**config.mk**
```make
export PLATFORM = sky130hd
export DESIGN_NAME = alert_reporter
export DESIGN_NICKNAME = d
export VERILOG_FILES = /design/src/rtl/alert_reporter.sv
export SDC_FILE = /design/constraint.sdc
export NUM_CORES = 1
export LEC_CHECK = 0
export ABC_AREA = 1
export CAP_MARGIN = 20
export CELL_PAD_IN_SITES_DETAIL_PLACEMENT = 1
export CELL_PAD_IN_SITES_GLOBAL_PLACEMENT = 2
export CORE_MARGIN = 5
export CORE_UTILIZATION = 42
export DETAILED_ROUTE_END_ITERATION = 6
export PLACE_DENSITY = 0.88
export SLEW_MARGIN = 30
export SYNTH_ARGS = -nofsm -noshare
export SYNTH_HDL_FRONTEND = slang
export SYNTH_SLANG_ARGS = --single-unit
```
**constraint.sdc**
```tcl
create_clock -name clk -period 5.5 [get_ports clk]
set_input_delay 1.65 -clock clk [delete_from_list [all_inputs] [get_ports clk]]
set_output_delay 1.65 -clock clk [all_outputs]
set_load 0.01 [all_outputs]
```
**src/rtl/alert_reporter.sv**
```systemverilog
// alert_reporter: captures detector alert changes, timestamps them, queues
// them in a small FIFO and serializes each event as a 3-byte record
// ({1,prio,type,ovf}, bitmap, ts) over an 8-bit valid/ready stream.
// Optional feature macro: ALERT_RATE_LIMIT_EN enables a capture hold-off of
// HOLDOFF cycles after each successful push.
module alert_reporter #(
  parameter int DEPTH   = 4,
  parameter int HOLDOFF = 16
) (
  input  logic                     clk,
  input  logic                     rst_n,
  input  logic                     alert_any,
  input  logic [2:0]               alert_priority,
  input  logic [2:0]               alert_type,
  input  logic [7:0]               alert_bitmap,
  output logic [7:0]               out_data,
  output logic                     out_valid,
  input  logic                     out_ready,
  output logic [$clog2(DEPTH):0]   fifo_count,
  output logic [7:0]               dropped_cnt
);

  localparam int AW = $clog2(DEPTH);

  if (DEPTH < 2 || (DEPTH & (DEPTH - 1)) != 0 || HOLDOFF < 1 || HOLDOFF > 255) begin : g_param_check
    $error("alert_reporter: DEPTH must be a power of 2 >= 2, HOLDOFF in 1..255");
  end

  typedef struct packed {
    logic [2:0] prio;
    logic [2:0] atype;
    logic [7:0] bitmap;
    logic [7:0] ts;
  } rec_t;

  typedef enum logic [1:0] {S_IDLE, S_B0, S_B1, S_B2} state_e;

  logic [7:0]    ts_q;
  logic [7:0]    last_cap_q;
  logic [7:0]    dropped_q;
  logic [AW-1:0] wr_ptr_q, rd_ptr_q;
  logic [AW:0]   count_q;
  logic          ovf_q;
  logic          ovf_sh_q;
  rec_t          sh_q;
  rec_t          mem_q [DEPTH];
  state_e        state_q, state_d;

  logic cap, cap_gate, full, empty, pop, push, drop;

  assign empty = (count_q == '0);
  assign full  = (count_q == (AW+1)'(DEPTH));

  // A capture is a change to a new non-zero bitmap while any detector is active.
  assign cap  = alert_any && (alert_bitmap != 8'h00) && (alert_bitmap != last_cap_q) && cap_gate;
  // A full FIFO still accepts the push when the serializer pops in the same cycle.
  assign push = cap && (!full || pop);
  assign drop = cap && full && !pop;

`ifdef ALERT_RATE_LIMIT_EN
  logic [7:0] holdoff_q;
  assign cap_gate = (holdoff_q == 8'h00);

  // Hold-off counter: reloads on each push so the next capture lands exactly
  // HOLDOFF cycles after this one (the push cycle itself counts as one).
  always_ff @(posedge clk or negedge rst_n) begin
    if (!rst_n)                  holdoff_q <= 8'h00;
    else if (push)               holdoff_q <= 8'(HOLDOFF - 1);
    else if (holdoff_q != 8'h00) holdoff_q <= holdoff_q - 8'd1;
  end
`else
  assign cap_gate = 1'b1;
`endif

  // Timestamp, change detector, drop counter and overflow flag.
  // NOTE: sequential state uses non-blocking assignments so every register
  // samples pre-edge values, independent of statement order.
  always_ff @(posedge clk or negedge rst_n) begin
    if (!rst_n) begin
      ts_q       <= 8'h00;
      last_cap_q <= 8'h00;
      dropped_q  <= 8'h00;
      ovf_q      <= 1'b0;
    end else begin
      ts_q <= ts_q + 8'd1;
      if (!alert_any) last_cap_q <= 8'h00;
      else if (cap)   last_cap_q <= alert_bitmap;
      if (drop && dropped_q != 8'hFF) dropped_q <= dropped_q + 8'd1;
      // A drop in the same cycle as a pop keeps the flag set for the next record.
      if (drop)     ovf_q <= 1'b1;
      else if (pop) ovf_q <= 1'b0;
    end
  end

  // FIFO pointers and occupancy.
  always_ff @(posedge clk or negedge rst_n) begin
    if (!rst_n) begin
      wr_ptr_q <= '0;
      rd_ptr_q <= '0;
      count_q  <= '0;
    end else begin
      if (push) wr_ptr_q <= wr_ptr_q + AW'(1);
      if (pop)  rd_ptr_q <= rd_ptr_q + AW'(1);
      case ({push, pop})
        2'b10:   count_q <= count_q + (AW+1)'(1);
        2'b01:   count_q <= count_q - (AW+1)'(1);
        default: count_q <= count_q;
      endcase
    end
  end

  // FIFO storage.
  // NOTE: the data array is deliberately not reset; occupancy is tracked by
  // count_q, so stale entries are never read.
  always_ff @(posedge clk) begin
    if (push) mem_q[wr_ptr_q] <= '{prio: alert_priority, atype: alert_type,
                                   bitmap: alert_bitmap, ts: ts_q};
  end

  // Serializer state and shadow record being transmitted.
  always_ff @(posedge clk or negedge rst_n) begin
    if (!rst_n) begin
      state_q  <= S_IDLE;
      sh_q     <= '0;
      ovf_sh_q <= 1'b0;
    end else begin
      state_q <= state_d;
      if (pop) begin
        sh_q     <= mem_q[rd_ptr_q];
        ovf_sh_q <= ovf_q;
      end
    end
  end

  // Serializer next state and pop decision; advances only on accepted bytes.
  // NOTE: every output of this block gets a default first so no latch is inferred.
  always_comb begin
    state_d = state_q;
    pop     = 1'b0;
    case (state_q)
      S_IDLE: if (!empty) begin
        pop     = 1'b1;
        state_d = S_B0;
      end
      S_B0: if (out_ready) state_d = S_B1;
      S_B1: if (out_ready) state_d = S_B2;
      S_B2: if (out_ready) begin
        if (!empty) begin
          pop     = 1'b1;
          state_d = S_B0;
        end else begin
          state_d = S_IDLE;
        end
      end
      default: state_d = S_IDLE;
    endcase
  end

  // Output byte selected from the shadow record; held while the sink stalls.
  always_comb begin
    out_data = 8'h00;
    case (state_q)
      S_B0:    out_data = {1'b1, sh_q.prio, sh_q.atype, ovf_sh_q};
      S_B1:    out_data = sh_q.bitmap;
      S_B2:    out_data = sh_q.ts;
      default: out_data = 8'h00;
    endcase
  end

  assign out_valid   = (state_q != S_IDLE);
  assign fifo_count  = count_q;
  assign dropped_cnt = dropped_q;

endmodule

```
==> results of run 1 <==
[layer usage]
metal	vias to the layer above	global-route usage, %	wire length [um]	share of wire [%]
li1	2013	-	-	-
met1	2104	23.8	6770	46
met2	65	28.9	7280	50
met3	12	3.55	430	2.9
met4	0	6.51	158	1.1
met5	-	0	0	0
[power by group through the flow]
stage / Combinational, mW / Sequential (mW) / Clock (mW)
2_1_floorplan: 0.953 / 1.57 / 0
3_3_place_gp: 1.35 / 1.58 / 0
3_5_place_dp: 1.42 / 1.60 / 0
4_1_cts: 1.43 / 1.59 / 1.15
5_1_grt: 1.59 / 1.61 / 1.20
6_report: 1.40 / 1.58 / 1.13
[metrics by stage]
stage,cell area (sq um),setup WS (ns)
6_report,7370,1.53
5_1_grt,7370,1.24
4_1_cts,7370,1.48
3_5_place_dp,6790,1.06
3_3_place_gp,6790,1.17
2_1_floorplan,6260,1.86
[sequential cells by signal, indices dropped and copies added (netlist names)]
register,flops
mem_q,88
last_cap_q,8
sh_q,22
rd_ptr_q,2
state_q,2
ovf_q,1
ts_q,8
ovf_sh_q,1
dropped_cnt,8
wr_ptr_q,2
fifo_count,3
[cells by family (layout without fill, tap and decap cells)]
| logic type | count (synthesis) | count (layout) | share of synthesized area [%] |
|---|---|---|---|
| simple gates | 259 | 259 | 17.6 |
| fa+ha+maj | 12 | 12 | 2.52 |
| xor+xnor | 15 | 15 | 2.10 |
| buf+inv | 80 | 132 | 5.39 |
| flops | 145 | 145 | 65.0 |
| compound gates | 71 | 71 | 7.41 |
[worst max-delay path by stage]
stage	startpoint	endpoint	slack, ns	depth (start not counted)
after floorplan	alert_bitmap[1]	mem_q[0][0]	1.86	10
after global placement	out_ready	mem_q[2][16]	1.17	8
after detailed placement	out_ready	mem_q[2][19]	1.06	8
after CTS	out_ready	mem_q[2][16]	1.48	8
after global routing	out_ready	fifo_count[2]	1.24	13
final	out_ready	mem_q[2][20]	1.53	8
[critical path, stage by stage]
cell and delay, ns:
clkdlybuf4s50_1 0.48, inv_1 0.05, o21ai_2 0.14, nand3_2 0.50
a21oi_4 0.44, inv_2 0.11, nor2_2 0.36, buf_4 0.33
[cell type report]
| cell class | count | area share, % |
|---|---|---|
| sequential | 145 | 55.2 |
| multi-input combinational | 357 | 25.3 |
| clock buffer | 19 | 5.87 |
| timing repair buffer | 44 | 5.67 |
| tap | 184 | 3.12 |
| inverter | 56 | 2.85 |
| clock inverter | 13 | 1.95 |
[placed cells by master, fill, tap and decap left out]
cell type | synthesis | layout
a21oi_1 | 4 | 4
a21oi_4 | 1 | 1
a22oi_1 | 1 | 1
a31oi_1 | 1 | 1
buf_2 | 11 | 1
buf_4 | 2 | 7
bufinv_16 | 0 | 3
clkbuf_1 | 7 | 2
clkbuf_16 | 0 | 17
clkdlybuf4s50_1 | 0 | 36
clkinv_1 | 0 | 3
clkinv_2 | 0 | 4
clkinvlp_4 | 0 | 3
dfrtp_1 | 57 | 57
edfxtp_1 | 88 | 88
fa_1 | 1 | 1
ha_1 | 11 | 11
inv_1 | 41 | 41
inv_2 | 15 | 15
nand2_1 | 139 | 139
nand2_2 | 2 | 2
nand2_4 | 2 | 2
nand3_1 | 20 | 20
nand3_2 | 3 | 3
nand4_1 | 1 | 1
nand4_2 | 1 | 1
nand4_4 | 1 | 1
nor2_1 | 83 | 79
nor2_2 | 1 | 5
nor2_4 | 2 | 2
nor3_1 | 2 | 2
nor3_2 | 1 | 1
nor3_4 | 1 | 1
o21ai_0 | 29 | 29
o21ai_1 | 6 | 6
o21ai_2 | 1 | 1
o22ai_1 | 6 | 6
o32ai_1 | 22 | 22
xnor2_1 | 6 | 6
xor2_1 | 9 | 9
==> run_results.csv, run 1 <==
group,metric,value,unit
run_status,status,"finished, final reports clean",
floorplanning,die_h,132,um
setup_path,worstPathArrival,4.08,ns
clocking,post_cts_buffers,0,
logic_synthesis,synth_fp_nets,612,
place,dp_hpwl,9820,um
power_and_ir_drop,power_frac_comb,34.1,%
global_route,grt_pass1_wl,24700,um
cells_and_area,seq_area,4070,sq um
drt,wl_per_cell,17.9,um
worst_hold_path,whs_endpoint,"sh_q[14]",
cells_and_area,n_antenna_cell,0,
flow_run,cap_viol_max_count,0,
setup_path,start_kind,"input port",
clocking,htree_num_levels,4,
floorplanning,rows,44,
global_route,grt_max_degree,58,
logic_synthesis,synth.distinct_cells,37,
worst_hold_path,min_path_cells,2,
drt,drcViolationCount,0,
setup_path,crit_path_max_fanout,30,
logic_synthesis,synth_top_area_share,42.2,%
setup_path,rr_startpoint,"state_q[1]",
place,dp.cells,786,
clocking,cts_buffers,17,
sta,rsz0062_at_grt,"false",
setup_path,critPathCaptureType,"flop",
power_and_ir_drop,irDropWorstVdd,238,uV
logic_synthesis,avgSynthCellArea,10.8,sq um
cells_and_area,utilization,50.5,%
place,gp_congestion,0.759,
drt,vias,4194,
clocking,clockBufferDepth,2,
logic_synthesis,ys_ff_latch,145,
sta,relSlewSlack,43.7,%
logic_synthesis,syn_area,6260,sq um
worst_hold_path,hold_class,"flop to flop",
sta,fmax,252,MHz
global_route,grt_use_total,17.8,%
setup_path,r2r_end,"mem_q[2][20]",
logic_synthesis,ys_seq_area_share,65.0,%
drt,route.detailed.vias_per_inst,5.13,
logic_synthesis,synth_cells,582,
power_and_ir_drop,p_total,4.11,mW
logic_synthesis,post-synth-top-area-cell,"edfxtp_1",
sta,finalCritPeriodShare,72.2,%
cells_and_area,stdcell_count,818,
global_route,antenna_found_initial,0,
drt,drtAntennaViolNets,0,
floorplanning,fp.dieArea,17500,sq um
sta,worst_pin_slew,0.843,ns
setup_path,worstSetupPathType,"input port to flop",
drt,first_pass_iters,6,
place,io_buffers,37,
floorplanning,io_pins,38,
clocking,clock_sinks,145,
power_and_ir_drop,power_density,558,nW/um^2
logic_synthesis,synth_flop_cell,"edfxtp_1",
logic_synthesis,yosysWarnings,0,
clocking,clkSlewWorstSetupHoldPaths,0.06,ns
drt,wl,14600,um
drt,first_iter_violations,313,
power_and_ir_drop,pwr-share-seq,38.5,%
setup_path,reg2reg_slack,2.32,ns
sta,hold_viol_final,0,
sta,setup_viol,0,
cells_and_area,syn_to_final_growth,17.7,%
worst_hold_path,worstHoldStart,"sh_q[14]",
power_and_ir_drop,p_switching,1.47,mW
sta,finalClockSkew,0.0168,ns
sta,min_period,3.97,ns
logic_synthesis,ys_top_cells_by_count,"nand2_1 (139), edfxtp_1 (88), nor2_1 (83)",
power_and_ir_drop,power.share.clock,27.4,%
sta,fin_setup_tns,0,ns
power_and_ir_drop,p_leak,3.05,nW
power_and_ir_drop,netSwitchingFraction,35.9,%
sta,holdWs,0.477,ns
global_route,gr-total-overflow,0,
logic_synthesis,synth_most_common_cell,"nand2_1",
setup_path,rr_worst_depth,8,
cells_and_area,multi_input_area,1870,sq um
cells_and_area,n_fill_cell,1588,
logic_synthesis,async_flop_share,39.3,%
floorplanning,fp.dieW,132,um
power_and_ir_drop,intPower,2.64,mW
floorplanning,core,14600,sq um
setup_path,worst-endpoint-required,5.61,ns
cells_and_area,fin_nets,651,
clocking,cts_hold_buf,0,
cells_and_area,layout-drive-gt1-share,11.0,%
global_route,grt_pass1_vias,4635,
sta,drv_slew,0,
clocking,cts-root-buf,"clkbuf_16",
clocking,cts_tree,"done",
logic_synthesis,synth.area.top_cells,"edfxtp_1 (42%), dfrtp_1 (23%), nand2_1 (8.3%)",
floorplanning,start_util,42.9,%
clocking,insertion_delay,0.42,ns
logic_synthesis,synth-edff-count,88,
clocking,post_cts_resized,0,
No activity file was read; power rests on OpenSTA's default activity.
==> inputs of run 2 (changes only) <==
- CORE_UTILIZATION: 42 -> 39
- PLACE_DENSITY: 0.88 -> 0.82
- clock period: 5.5 -> 3.7 ns (I/O delays scaled with it)
==> run_results.csv, run 2 (synthesis results as in run 1) <==
group,metric,value,unit
place,placed_cell_area,6910,sq um
sta,fmax,298,MHz
setup_path,critPathCaptureType,"output port",
cells_and_area,fin_area,7450,sq um
clocking,post_cts_buffers,0,
place,gp_congestion,0.711,
power_and_ir_drop,irDropWorstVdd,400,uV
floorplanning,core,15800,sq um
run_status,status,"finished, final reports clean",
sta,min_period,3.35,ns
floorplanning,fp.dieW,137,um
setup_path,crit_path_max_fanout,8,
global_route,antenna_found_initial,0,
global_route,grt_pass1_wl,23100,um
clocking,cts_tree,"done",
power_and_ir_drop,power_density,817,nW/um^2
drt,wl_per_cell,16.4,um
clocking,cts_buffers,17,
sta,worst_pin_slew,0.820,ns
sta,rsz0062_at_grt,"false",
floorplanning,rows,46,
sta,hold_viol_final,0,
drt,drcViolationCount,0,
floorplanning,fp.dieArea,18700,sq um
sta,finalClockSkew,0.00917,ns
clocking,clkSlewWorstSetupHoldPaths,0.06,ns
floorplanning,io_pins,38,
cells_and_area,regMostFlops,"mem_q",
cells_and_area,syn_to_final_growth,19.0,%
clocking,cts-root-buf,"clkbuf_16",
global_route,grt_pass1_vias,4455,
setup_path,worstSetupPathType,"flop to output port",
floorplanning,die_h,137,um
sta,relSlewSlack,45.3,%
sta,fin_ws,0.348,ns
place,dp_slack,0.288,ns
cells_and_area,final_common_cell,"nand2_1",
global_route,grt_use_total,16.2,%
cells_and_area,fin_nets,654,
setup_path,worstPathArrival,2.24,ns
flow_run,cap_viol_max_count,0,
sta,fin_setup_tns,0,ns
cells_and_area,reg.largest.list,"mem_q (88), sh_q (22)",
clocking,htree_num_levels,4,
cells_and_area,largest_reg_flops,88,
setup_path,worst-endpoint-required,2.59,ns
setup_path,max_stage_delay,0.53,ns
place,dp_hpwl,9470,um
clocking,clockBufferDepth,2,
clocking,post_cts_resized,0,
cells_and_area,most-common-layout-cells,"nand2_1 (139), edfxtp_1 (88), nor2_1 (79)",
clocking,cts_hold_buf,0,
drt,vias,4194,
sta,setup_viol,0,
setup_path,slowest_stage,"clkdlybuf4s50_1",
global_route,gr-total-overflow,0,
power_and_ir_drop,p_leak,3.06,nW
drt,first_iter_violations,242,
setup_path,start_kind,"flop",
setup_path,crit_buf_inv,3,
clocking,clock_sinks,145,
place,io_buffers,37,
floorplanning,start_util,39.6,%
setup_path,critical-path-top-delay-family,"buffers and inverters",
setup_path,path_cells,"inv_1 > ha_1 > nand2_1 > nand3_1 > nand2_1 > inv_1 > clkdlybuf4s50_1",
sta,finalCritPeriodShare,90.6,%
cells_and_area,n_antenna_cell,0,
sta,drv_slew,0,
drt,route.detailed.vias_per_inst,4.92,
drt,first_pass_iters,4,
worst_hold_path,hold_class,"flop to flop",
cells_and_area,layout-drive-gt1-share,11.6,%
global_route,grt_max_degree,47,
clocking,insertion_delay,0.42,ns
drt,wl,14000,um
drt,drtAntennaViolNets,0,
## run 2: changes by cell type in the layout (fill, tap and decap cells not counted), sizes merged
cell / change
bufinv: -2
buf: +3
clkbuf: +3
clkinv: -1
## run 2: routing by layer
metal	vias to the layer above	share of wire (%)	routed length, um	track usage (%)
li1	2030	-	-	-
met1	2084	48	6770	21.9
met2	58	47	6540	25.2
met3	22	3.4	480	4.60
met4	0	1.6	231	5.71
met5	-	0	0	0
## run 2: area by class of cell
cell class | count | area, sq um
Clock inverter | 10 | 88.8
Sequential cell | 145 | 4070
Clock buffer | 22 | 454
Fill cell | 1697 | 8380
Inverter | 56 | 210
Multi-Input combinational cell | 357 | 1870
Tap cell | 216 | 270
Timing Repair Buffer | 47 | 490
## run 2: worst paths after layout
check,cells past startpoint,startpoint,endpoint,slack [ns]
setup reg to reg,11,state_q[0],dropped_cnt[7],1.33
hold / removal,2,sh_q[15],sh_q[15],0.48
max in group asynchronous,2,rst_n,rd_ptr_q[1],2.10
min in group asynchronous,1,rst_n,dropped_cnt[7],0.70
setup / recovery,7,state_q[1],out_data[2],0.35
hold reg to reg,2,sh_q[15],sh_q[15],0.48
## run 2: worst min-delay path: stages, from the launching register on
cell,delay (ns)
dfrtp_1,0.34
nand2_1,0.06
nand2_1,0.05
## run 2: report_power, final
| part | total (mW) | internal (mW) | switching [mW] |
|---|---|---|---|
| Sequential | 2.40 | 2.15 | 0.249 |
| Clock | 1.58 | 0.936 | 0.640 |
| Combinational | 2.12 | 0.783 | 1.33 |
## run 2: through the flow
| stage | instances | utilization, % | power [mW] | hold slack (ns) |
|---|---|---|---|---|
| final | 853 | 47.1 | 6.09 | 0.480 |
| after floorplan | 582 | - | 3.75 | 0.449 |
| after CTS | 853 | 47.1 | 6.17 | 0.485 |
| after global routing | 853 | 47.1 | 6.51 | 0.494 |
| after detailed placement | 821 | 43.6 | 4.57 | 0.469 |
| after global placement | 821 | 43.6 | 4.46 | 0.464 |
==> inputs of run 3 (changes only) <==
- CAP_MARGIN: 20 -> default
==> results of run 3 <==
Same layout as run 2: the final DEF is identical, and so are final timing and power.
